`config.mk`:
```
export PLATFORM = sky130hd
export DESIGN_NAME = pool_unit_flat
export DESIGN_NICKNAME = d
export VERILOG_FILES = /design/src/rtl/pool_if.sv /design/src/rtl/pool_unit.sv /design/src/flat_wrapper.sv
export SDC_FILE = /design/constraint.sdc
export NUM_CORES = 1
export LEC_CHECK = 0
export ABC_AREA = 1
export ABC_CLOCK_PERIOD_IN_PS = 5000
export BUFFER_PORTS_ARGS = -buffer_cell sky130_fd_sc_hd__buf_2
export CAP_MARGIN = 30
export CORE_ASPECT_RATIO = 2
export CORE_UTILIZATION = 30
export CTS_BUF_LIST = sky130_fd_sc_hd__clkbuf_4 sky130_fd_sc_hd__clkbuf_8
export CTS_CLUSTER_SIZE = 12
export DETAILED_ROUTE_END_ITERATION = 10
export GPL_TIMING_DRIVEN = 0
export PLACE_DENSITY = 0.58
export SLEW_MARGIN = 25
export SYNTH_ARGS = -nofsm -noshare
export SYNTH_HDL_FRONTEND = slang
export SYNTH_SLANG_ARGS = --single-unit
export TNS_END_PERCENT = 20
```
`constraint.sdc`:
```
create_clock -name clk -period 5 [get_ports clk]
set_input_delay 0.25 -clock clk [delete_from_list [all_inputs] [get_ports clk]]
set_output_delay 0.25 -clock clk [all_outputs]
set_load 0.05 [all_outputs]
```
`src/rtl/pool_if.sv`:
```
// Pooling unit bus: per-lane sample strobes/data, mode controls and per-lane results.
interface pool_if #(
  parameter int unsigned DATA_W = 16,
  parameter int unsigned LANES  = 2
);
  logic                      pass;
  logic                      clear;
  logic                      mode;
  logic [LANES-1:0]          in_valid;
  logic [LANES*DATA_W-1:0]   in_data;
  logic [LANES-1:0]          out_valid;
  logic [LANES*DATA_W-1:0]   out_data;
  logic [LANES-1:0]          busy;

  // Producer/consumer side (drives samples, observes results).
  modport master (
    output pass, clear, mode, in_valid, in_data,
    input  out_valid, out_data, busy
  );

  // Pooling unit side.
  modport slave (
    input  pass, clear, mode, in_valid, in_data,
    output out_valid, out_data, busy
  );
endinterface

```
`src/rtl/pool_unit.sv`:
```
// Multi-lane windowed max/average pooling unit.
// Each lane collects WIN samples and emits one result strobe the cycle after the window closes.
// Optional feature macro: POOL_AVG_EN adds the average datapath (mode = 1); without it every lane
// max-pools and mode is ignored.
module pool_unit #(
  parameter int unsigned DATA_W = 16,
  parameter int unsigned WIN    = 4,
  parameter int unsigned LANES  = 2,
  parameter bit          SIGNED = 1'b0
) (
  input logic   clk,
  input logic   reset,
  pool_if.slave bus
);
  localparam int unsigned LOG_W = $clog2(WIN);
`ifdef POOL_AVG_EN
  // Room for the full window sum so averaging never overflows.
  localparam int unsigned ACC_W = DATA_W + LOG_W;
`else
  localparam int unsigned ACC_W = DATA_W;
`endif

  logic [LOG_W-1:0]        cnt_q   [LANES];
  logic [LOG_W-1:0]        cnt_d   [LANES];
  logic [ACC_W-1:0]        acc_q   [LANES];
  logic [ACC_W-1:0]        acc_d   [LANES];
  logic [ACC_W-1:0]        samp_x  [LANES];
  logic [ACC_W-1:0]        max_v   [LANES];
  logic [LANES-1:0]        greater;
  logic [LANES-1:0]        out_valid_q, out_valid_d;
  logic [LANES*DATA_W-1:0] out_data_q, out_data_d;
`ifdef POOL_AVG_EN
  logic [LANES-1:0]        mode_q, mode_d;
  logic [ACC_W-1:0]        sum_v   [LANES];
  logic [ACC_W-1:0]        avg_s   [LANES];
`else
  logic unused_mode;
  assign unused_mode = bus.mode;
`endif

  // Widen a sample to accumulator width, sign-extending for two's-complement lanes.
  function automatic logic [ACC_W-1:0] extend(input logic [DATA_W-1:0] s);
`ifdef POOL_AVG_EN
    if (SIGNED) return {{LOG_W{s[DATA_W-1]}}, s};
    else        return {{LOG_W{1'b0}}, s};
`else
    return s;
`endif
  endfunction

  // State register: per-lane counters/accumulators/latched mode plus the result registers.
  always_ff @(posedge clk) begin
    if (reset) begin
      for (int k = 0; k < LANES; k++) begin
        cnt_q[k] <= '0;
        acc_q[k] <= '0;
      end
`ifdef POOL_AVG_EN
      mode_q      <= '0;
`endif
      out_valid_q <= '0;
      out_data_q  <= '0;
    end else begin
      for (int k = 0; k < LANES; k++) begin
        cnt_q[k] <= cnt_d[k];
        acc_q[k] <= acc_d[k];
      end
`ifdef POOL_AVG_EN
      mode_q      <= mode_d;
`endif
      out_valid_q <= out_valid_d;
      out_data_q  <= out_data_d;
    end
  end

  // Next state: window accumulation per lane; bypass and clear both return lanes to idle.
  always_comb begin
    out_valid_d = '0;
    out_data_d  = out_data_q;
`ifdef POOL_AVG_EN
    mode_d      = mode_q;
`endif
    for (int k = 0; k < LANES; k++) begin
      samp_x[k]  = extend(bus.in_data[k*DATA_W +: DATA_W]);
      // Ties keep the accumulator, so only a strictly greater sample replaces it.
      if (SIGNED) begin
        greater[k] = $signed(bus.in_data[k*DATA_W +: DATA_W]) > $signed(acc_q[k][DATA_W-1:0]);
      end else begin
        greater[k] = bus.in_data[k*DATA_W +: DATA_W] > acc_q[k][DATA_W-1:0];
      end
      max_v[k] = greater[k] ? samp_x[k] : acc_q[k];
      cnt_d[k] = cnt_q[k];
      acc_d[k] = acc_q[k];
`ifdef POOL_AVG_EN
      sum_v[k] = acc_q[k] + samp_x[k];
      if (SIGNED) avg_s[k] = $signed(sum_v[k]) >>> LOG_W;
      else        avg_s[k] = sum_v[k] >> LOG_W;
`endif

      if (bus.pass) begin
        cnt_d[k] = '0;
      end else if (bus.clear) begin
        cnt_d[k] = '0;
      end else if (bus.in_valid[k]) begin
        if (cnt_q[k] == '0) begin
          acc_d[k] = samp_x[k];
          cnt_d[k] = LOG_W'(1);
`ifdef POOL_AVG_EN
          mode_d[k] = bus.mode;
`endif
        end else begin
`ifdef POOL_AVG_EN
          acc_d[k] = mode_q[k] ? sum_v[k] : max_v[k];
`else
          acc_d[k] = max_v[k];
`endif
          if (cnt_q[k] == LOG_W'(WIN - 1)) begin
            cnt_d[k]       = '0;
            out_valid_d[k] = 1'b1;
`ifdef POOL_AVG_EN
            out_data_d[k*DATA_W +: DATA_W] = mode_q[k] ? avg_s[k][DATA_W-1:0]
                                                       : max_v[k][DATA_W-1:0];
`else
            out_data_d[k*DATA_W +: DATA_W] = max_v[k][DATA_W-1:0];
`endif
          end else begin
            cnt_d[k] = cnt_q[k] + LOG_W'(1);
          end
        end
      end
    end
    if (bus.pass) begin
      out_valid_d = bus.in_valid;
      out_data_d  = bus.in_data;
    end
  end

  // Outputs: registered results and per-lane partial-window flag.
  always_comb begin
    bus.out_valid = out_valid_q;
    bus.out_data  = out_data_q;
    for (int k = 0; k < LANES; k++) begin
      bus.busy[k] = (cnt_q[k] != '0);
    end
  end
endmodule

```
`src/flat_wrapper.sv`:
```
// flat-port wrapper written by rule: the top's interface ports become plain ports
module pool_unit_flat 
#(
  parameter int unsigned DATA_W = 16,
  parameter int unsigned WIN    = 4,
  parameter int unsigned LANES  = 2,
  parameter bit          SIGNED = 1'b0
)
  (clk, reset, bus_pass, bus_clear, bus_mode, bus_in_valid, bus_in_data, bus_out_valid, bus_out_data, bus_busy);
  pool_if #(.DATA_W(DATA_W), .LANES(LANES)) bus_i ();
  input logic clk;
  input logic reset;
  input wire logic [$bits(bus_i.pass)-1:0] bus_pass;
  input wire logic [$bits(bus_i.clear)-1:0] bus_clear;
  input wire logic [$bits(bus_i.mode)-1:0] bus_mode;
  input wire logic [$bits(bus_i.in_valid)-1:0] bus_in_valid;
  input wire logic [$bits(bus_i.in_data)-1:0] bus_in_data;
  output wire logic [$bits(bus_i.out_valid)-1:0] bus_out_valid;
  output wire logic [$bits(bus_i.out_data)-1:0] bus_out_data;
  output wire logic [$bits(bus_i.busy)-1:0] bus_busy;
  assign bus_i.pass = bus_pass;
  assign bus_i.clear = bus_clear;
  assign bus_i.mode = bus_mode;
  assign bus_i.in_valid = bus_in_valid;
  assign bus_i.in_data = bus_in_data;
  assign bus_out_valid = bus_i.out_valid;
  assign bus_out_data = bus_i.out_data;
  assign bus_busy = bus_i.busy;
  pool_unit #(.DATA_W(DATA_W), .WIN(WIN), .LANES(LANES), .SIGNED(SIGNED)) u_core (.clk(clk), .reset(reset), .bus(bus_i));
endmodule
```
==> results of run 1 <==
per-layer routing:
layer / routed length (um) / track usage
met1: 5360 / 0.180
met2: 8770 / 0.396
met3: 692 / 0.0321
met4: 582 / 0.0902
met5: 0 / 0
Yosys cell counts (all sizes together):
cell type	number
a21o	2
nor3	6
buf	16
dfxtp	70
nand3	100
dlygate4sd1	1
a211oi	2
ha	38
nand4	4
nand2	203
inv	113
nor2	13
a21oi	112
o21ai	34
clkbuf	18
logic make-up after synthesis:
logic type | count (synthesis) | synth area share
and+or+nand+nor | 326 | 0.308
AOI/OAI and AO/OA | 150 | 0.159
buffers and inverters | 148 | 0.140
DFF | 70 | 0.293
adders and majority gates | 38 | 0.0995
through the flow:
| stage | utilization | std cells | setup slack [ns] | total power [mW] |
|---|---|---|---|---|
| 6_report | 0.362 | 1018 | 2.45 | 1.42 |
| 5_1_grt | 0.362 | 1018 | 2.35 | 1.49 |
| 4_1_cts | 0.362 | 1018 | 2.45 | 1.43 |
| 3_5_place_dp | 0.349 | 1003 | 2.80 | 0.940 |
| 3_3_place_gp | 0.349 | 1003 | 2.79 | 0.937 |
| 2_1_floorplan | - | 732 | 3.13 | 0.838 |
sequential cells by signal (all words and copies together) (netlist names):
register,count
u_core.acc_q,32
u_core.bus.out_valid,2
u_core.cnt_q,4
u_core.bus.out_data,32
cells in the final DEF (no fill, tap or decap), types with 2 or more instances in the layout:
cell type / count
clkbuf_1: 12
nand4_1: 2
nand2_2: 8
o21ai_0: 34
dfxtp_1: 70
nor3_1: 4
a21o_1: 2
nor2_1: 10
clkbuf_8: 16
nand4_2: 2
a211oi_1: 2
buf_4: 2
buf_1: 5
a21oi_1: 112
buf_6: 2
nand2_4: 3
ha_1: 38
nand3_1: 98
buf_2: 79
nor2_4: 2
clkbuf_4: 4
inv_2: 3
nand2_1: 192
inv_1: 110
area by class of cell:
cell class	count	share of cell area
multi-input cells	514	0.485
flip-flops and latches	70	0.251
well taps	198	0.0443
inverters	113	0.0759
clock buffers	14	0.0300
plain buffers	35	0.0434
repair buffers	73	0.0654
clock inverters	1	0.00537
final timing paths:
path	slack, ns	end	startpoint	cells past startpoint
min reg2reg	0.48	u_core.acc_q[0][14]	u_core.acc_q[0][14]	2
max reg2reg	2.78	u_core.acc_q[0][7]	u_core.acc_q[0][11]	10
min	0.19	u_core.cnt_q[0][3]	bus_in_valid[1]	3
max	2.45	bus_busy[0]	u_core.cnt_q[0][0]	6
worst min-delay path: cells and delay by family:
kind,cells,cell delay [ns]
AO/OA/AOI/OAI,1,0.05
buffers and inverters,1,0.13
AND/OR/NAND/NOR,1,0.06
power groups by stage:
stage               clock network [mW]  registers, mW  logic, mW
floorplan                            0          0.658      0.180
global placement                     0          0.610      0.327
detailed placement                   0          0.610      0.330
CTS                              0.506          0.597      0.331
global route                     0.523          0.600      0.365
finish                           0.491          0.597      0.328
==> results.ini, run 1 <==
[power_and_ir_drop]
ir_drop_mv = 0.127
p_sw_frac = 0.329
p_clk_frac = 0.347
p_leak_nw = 2.52
pwr-share-comb = 0.232
intPower_mw = 0.950
power.density_nw_per_um2 = 253
seq_power_share = 0.421
p_switching_mw = 0.466

[clocking]
post_cts_buffers = 0
clk_latency_ns = 0.36
cts_resized = 0
cts_max_level = 3
cts_tree = yes
hold_buffers = 0
root_buffer = clkbuf_8
cts_buffer_depth = 2
cts.clk_slew.worst_paths_ns = 0.07
clock-sinks = 70
cts_buffers = 9

[critical_path]
cp_cell_sequence = inv_1 -> ha_1 -> buf_2 -> inv_2 -> buf_1 -> buf_2
cp_max_fo = 10
required_ns = 4.75
arrival_ns = 2.30
path_delay_family = buffers and inverters
cpMostUsedCell = buf_2
setup.worst_path.start_class = register
max_stage_delay_ns = 0.53
cpMaxStageDelayCell = buf_1
path_class = reg2out
path_buf_inv = 5
endpoint_kind = output port

[synth]
syn_inst = 732
syn_nets = 809
synth_area_leaders = dfxtp_1 29%, nand2_1 15%, a21oi_1 12%
syn_avg_cell_area_um2 = 6.53
synth_top_cell_area_share = 0.293
synth_area_um2 = 4780
synth-seq-cells = 70
yosysTopAreaCell = dfxtp_1
yosysWarnings = 0
seq_area_frac_synth = 0.293
synth_cell_type_count = 30

[global_route]
antenna_found_initial = 0
grt_pass1_vias = 4804
grt_pass1_wl_um = 24300
grt_max_degree = 11
gr-total-overflow = 0
track_usage = 0.194

[floorplanning]
die_area_um2 = 16500
core_um2 = 15500
initial_utilization = 0.309
io-pin-count = 75
row_count = 64
die_w_um = 91.2
die_y_um = 180

[timing]
timing.final.crit_share = 0.510
worst_slew_pin_slew_ns = 0.692
fin_skew_ns = 0.00756
min_period_ns = 2.55
whs_ns = 0.187
max_slew_margin = 0.539
hold_viol = 0
finalSetupTns_ns = 0
fmaxAchievable_mhz = 392
rsz0062_at_grt = no
finalSetupViolations = 0
final_max_slew_viol_count = 0

[cells_and_area]
layout-drive-gt1-share = 0.156
regArea_um2 = 1400
layout.nets = 893
design_area_um2 = 5590
multi_input_area_um2 = 2710
synthToLayoutAreaGrowth_pct = 17.0
diodes = 0
num-fill-cells = 1772

[status]
status = complete, no violations

[placed_design]
place_congestion = 0.882
dp_hpwl_um = 12100
io_buffers = 73
place_area_um2 = 5390

[detailed_routing]
drc = 0
ant_nets = 0
avgViaCountPerCell = 4.85
wl_per_cell_um = 15.1
drt_first_iter_violations = 189
wirelength_um = 15400
via_count = 4937
drt_first_pass_iters = 8

[flow_run]
cap_viol_max_count = 0

[hold_path]
hold_class = in2reg

Power figures use the tool's default switching activity.
==> run 2, diff against run 1 <==
- ABC_AREA: 1 -> 0
- ABC_CLOCK_PERIOD_IN_PS: 5000 -> 2300
- PLACE_DENSITY: 0.58 -> 0.6
- clock period: 5 -> 2.3 ns (I/O delays scaled with it)
==> results.ini, run 2 <==
[floorplanning]
row_count = 60
die_y_um = 168
die_w_um = 85.0
die_area_um2 = 14300
initial_utilization = 0.307
io-pin-count = 75
core_um2 = 13400

[clocking]
root_buffer = clkbuf_8
cts_buffer_depth = 2
cts_max_level = 3
cts.clk_slew.worst_paths_ns = 0.09
clock-sinks = 70
clk_latency_ns = 0.36
cts_tree = yes
cts_buffers = 9

[power_and_ir_drop]
power.density_nw_per_um2 = 594
ir_drop_mv = 0.279
p_leak_nw = 2.27

[cells_and_area]
layout.nets = 626
layout-drive-gt1-share = 0.305
multi_input_area_um2 = 2610
regArea_um2 = 1430
synthToLayoutAreaGrowth_pct = 30.1
diodes = 0
final_common_cell = buf_2
final_cell_mix = 72 x buf_2, 66 x nand2b_1, 65 x mux2i_1
num-fill-cells = 1321

[synth]
syn_inst = 442
seq_area_frac_synth = 0.339
synthArstFlopShare = 0
synth_area_leaders = dfxtp_1 34%, mux2i_1 16%, ha_1 12%
synth_cell_type_count = 35
syn_nets = 519
synth_top_cell_area_share = 0.339
synth_commonest_cells = 70 x dfxtp_1, 66 x mux2i_1, 66 x nand2b_1
synth_area_um2 = 4130
synth-seq-cells = 70
syn_avg_cell_area_um2 = 9.34
yosysWarnings = 0
yosysTopAreaCell = dfxtp_1
yosysMostFrequentCell = dfxtp_1
synth_ff_type = dfxtp_1
synth_edf_count = 0

[timing]
rsz0062_at_grt = yes
finalSetupTns_ns = -0.175
max_slew_margin = 0.521
layout_setup_ws_ns = -0.0365
hold_viol = 0
worst_slew_pin_slew_ns = 0.719
min_period_ns = 2.34
whs_ns = 0.0407
fmaxAchievable_mhz = 428
finalSetupViolations = 15
fin_skew_ns = 0.0139
timing.final.crit_share = 1.02
final_max_slew_viol_count = 0

[critical_path]
reg2reg_to = u_core.acc_q[0][9]
worstReg2RegStart = u_core.acc_q[0][15]
cp_cell_sequence = inv_2 -> ha_4 -> nand4_1 -> a2111o_1 -> a31oi_4 -> o211a_1 -> buf_6 -> buf_12 -> mux2i_2
arrival_ns = 2.61
path_delay_family = compound AO/OA/AOI/OAI gates
path_buf_inv = 3
path_class = reg2reg
cpMaxStageDelayCell = a2111o_1
r2r_slack_ns = -0.04
reg2reg_depth = 9
required_ns = 2.57
endpoint_kind = register
cp_max_fo = 5
setup.worst_path.start_class = register
max_stage_delay_ns = 0.44

[global_route]
grt_max_degree = 13
grt_pass1_vias = 3734
gr-total-overflow = 0
track_usage = 0.173
antenna_found_initial = 0
grt_pass1_wl_um = 18900

[hold_path]
hold_depth = 3
hp-start = bus_in_data[22]
hold_class = in2reg
hold_end = u_core.acc_q[0][22]

[status]
status = complete, but fails checks
violations = negative setup slack

[detailed_routing]
ant_nets = 0
drt_first_pass_iters = 7
wl_per_cell_um = 17.3
wirelength_um = 12300
drc = 0
avgViaCountPerCell = 5.13
via_count = 3637
drt_first_iter_violations = 119

[placed_design]
io_buffers = 72
dp_hpwl_um = 8770
dp_slack_ns = -0.296
place_congestion = 0.857

[flow_run]
cap_viol_max_count = 0

-- run 2: kinds of logic after synthesis --
logic type,count (synthesis),synth area share
simple gates,103,0.148
compound gates,98,0.161
flops,70,0.339
buf+inv,67,0.0761
mux,66,0.160
fa+ha+maj,38,0.115
-- run 2: worst max-delay path by stage --
stage,from,end,depth (start not counted)
2_1_floorplan,u_core.acc_q[0][15],u_core.acc_q[0][10],9
3_3_place_gp,u_core.acc_q[0][15],u_core.acc_q[0][5],9
3_5_place_dp,u_core.acc_q[0][15],u_core.acc_q[0][9],9
4_1_cts,u_core.acc_q[0][26],u_core.acc_q[0][21],11
5_1_grt,u_core.acc_q[0][31],u_core.acc_q[0][27],11
6_report,u_core.acc_q[0][15],u_core.acc_q[0][9],9
-- run 2: stage by stage --
stage	instance area, um^2	power, mW	instances	utilization
finish	5370	3.19	709	0.400
global route	5370	3.34	709	0.400
CTS	5160	3.18	699	0.384
detailed placement	4680	1.97	669	0.349
global placement	4680	1.95	669	0.349
floorplan	4130	1.77	442	-
-- run 2: final cells by class --
type                            count  area share
Buffer                             26      0.0305
Clock buffer                       11      0.0270
Clock inverter                      5      0.0154
Inverter                           41      0.0286
Multi-Input combinational cell    305       0.486
Sequential cell                    70       0.265
Tap cell                          155      0.0361
Timing Repair Buffer               96       0.111
-- run 2: tightest hold or removal path, cell delays in order --
cell and delay (ns):
buf_2 0.12, nand2b_1 0.06, mux2i_1 0.06
-- run 2: routing by layer --
metal  GRT usage  up-vias  routed length [um]
met2       0.348       66                7120
met1       0.167     1765                4520
li1            -     1784                   -
met3      0.0299       22                 340
met4      0.0678        0                 271
met5           0        -                   0
-- run 2: where the power goes --
| part | switching [mW] | internal, mW |
|---|---|---|
| logic | 0.423 | 0.304 |
| registers | 0.0334 | 1.27 |
| clock network | 0.509 | 0.655 |
-- run 2: timing repair --
item	in CTS	in global routing
pin swaps	12	15
setup buffers	13	9
hold buffers	0	0
gates cloned	1	1
resized for setup	25	28
setup endpoints to repair	52	62
==> run 3, diff against run 2 <==
- GPL_TIMING_DRIVEN: 0 -> unset
- SLEW_MARGIN: 25 -> 20
==> results.ini, run 3 (synthesized netlist as in run 2, its figures left out) <==
[status]
status = complete, but fails checks
violations = design-rule violations

[timing]
worst_slew_pin_slew_ns = 0.484
rsz0062_at_grt = yes
max_slew_margin = 0.677
timing.final.crit_share = 1.00
final_max_slew_viol_count = 0
min_period_ns = 2.30
fmaxAchievable_mhz = 435
whs_ns = 0.0663
hold_viol = 0
finalSetupTns_ns = 0
finalSetupViolations = 0
fin_skew_ns = 0.0108

[critical_path]
cp_max_fo = 8
setup.worst_path.start_class = register
path_buf_inv = 2
required_ns = 2.56
cpMaxStageDelayCell = a2111o_1
endpoint_kind = register
path_delay_family = compound AO/OA/AOI/OAI gates
cp_cell_sequence = inv_2 -> ha_4 -> nor2b_1 -> o211ai_1 -> a2111o_1 -> a31oi_4 -> o211a_4 -> buf_12 -> mux2i_2
max_stage_delay_ns = 0.42
arrival_ns = 2.56
path_class = reg2reg

[detailed_routing]
ant_nets = 0
avgViaCountPerCell = 5.16
wl_per_cell_um = 15.7
drt_first_pass_iters = 9
wirelength_um = 11000
via_count = 3594
drt_first_iter_violations = 78
drc = 5

[global_route]
antenna_found_initial = 0
gr-total-overflow = 0
grt_pass1_wl_um = 17200
grt_max_degree = 50
grt_pass1_vias = 3685
track_usage = 0.153

[clocking]
root_buffer = clkbuf_8
cts_max_level = 3
cts_tree = yes
hold_buffers = 0
cts_buffer_depth = 2
clk_latency_ns = 0.34
cts_buffers = 9
clock-sinks = 70
cts.clk_slew.worst_paths_ns = 0.08

[placed_design]
dp_hpwl_um = 7870
place_congestion = 0.768
place_area_um2 = 4800
io_buffers = 73

[floorplanning]
core_um2 = 13400
io-pin-count = 75
row_count = 60
die_w_um = 85.0
die_area_um2 = 14300
initial_utilization = 0.307
die_y_um = 168

[cells_and_area]
num-fill-cells = 1361
final_cell_mix = 73 x buf_2, 66 x nand2b_1, 65 x mux2i_1
design_area_um2 = 5340
layout-drive-gt1-share = 0.299
final_common_cell = buf_2
fin_util = 0.397
layout.nets = 614
diodes = 0
synthToLayoutAreaGrowth_pct = 29.2

[flow_run]
cap_viol_max_count = 0

[power_and_ir_drop]
ir_drop_mv = 0.382
power.density_nw_per_um2 = 607
p_leak_nw = 2.27

[hold_path]
hold_class = in2reg

-- run 3: cell count changes in the layout (fill, tap and decap cells not counted), sizes merged --
cell    previous run  this run
clkbuf            30        13
bufinv             2         3
buf              103       109
clkinv             3         1
-- run 3: power by group --
group | internal [mW] | switching, mW | leakage [nW] | total (mW)
combinational | 0.305 | 0.409 | 1.57 | 0.714
clock | 0.757 | 0.471 | 0.125 | 1.23
sequential | 1.27 | 0.0307 | 0.579 | 1.30
-- run 3: cell type report --
class | instances | area, um^2 | share of cell area
Multi-Input combinational cell | 305 | 2590 | 0.486
Sequential cell | 70 | 1420 | 0.266
Timing Repair Buffer | 110 | 734 | 0.138
Tap cell | 155 | 194 | 0.0363
Inverter | 41 | 154 | 0.0288
Clock buffer | 12 | 146 | 0.0274
Clock inverter | 4 | 95.1 | 0.0178
-- run 3: through the flow --
stage	cells	worst slack, ns	total power [mW]
floorplan	442	0.0752	1.77
global route	697	-0.0873	3.41
detailed placement	674	-0.0775	1.99
finish	697	0.000181	3.24
CTS	691	-0.00819	3.24
global placement	674	-0.00194	1.97
-- run 3: per-layer routing --
layer / vias to the layer above / global-route usage / share of wire
met2: 59 / 0.326 / 0.61
met3: 10 / 0.0240 / 0.021
met5: - / 0 / 0
met4: 0 / 0.0590 / 0.012
li1: 1770 / - / -
met1: 1755 / 0.135 / 0.36
-- run 3: worst paths after layout --
kind	end	startpoint	slack, ns	depth (start not counted)
worst min-delay path	u_core.cnt_q[0][0]	bus_in_valid[0]	0.07	2
worst max register to register	u_core.acc_q[0][7]	u_core.acc_q[0][1]	0.0002	9
worst min register to register	u_core.acc_q[0][28]	u_core.acc_q[0][28]	0.48	2
worst max-delay path	u_core.acc_q[0][7]	u_core.acc_q[0][1]	0.0002	9
-- run 3: timing repair --
item / 4_1_cts / 5_1_grt
pin swaps: 6 / 13
buffers inserted: 0 / 5
gates resized for setup: 6 / 31
gates cloned: 1 / 1
endpoints found under the setup margin: 40 / 50
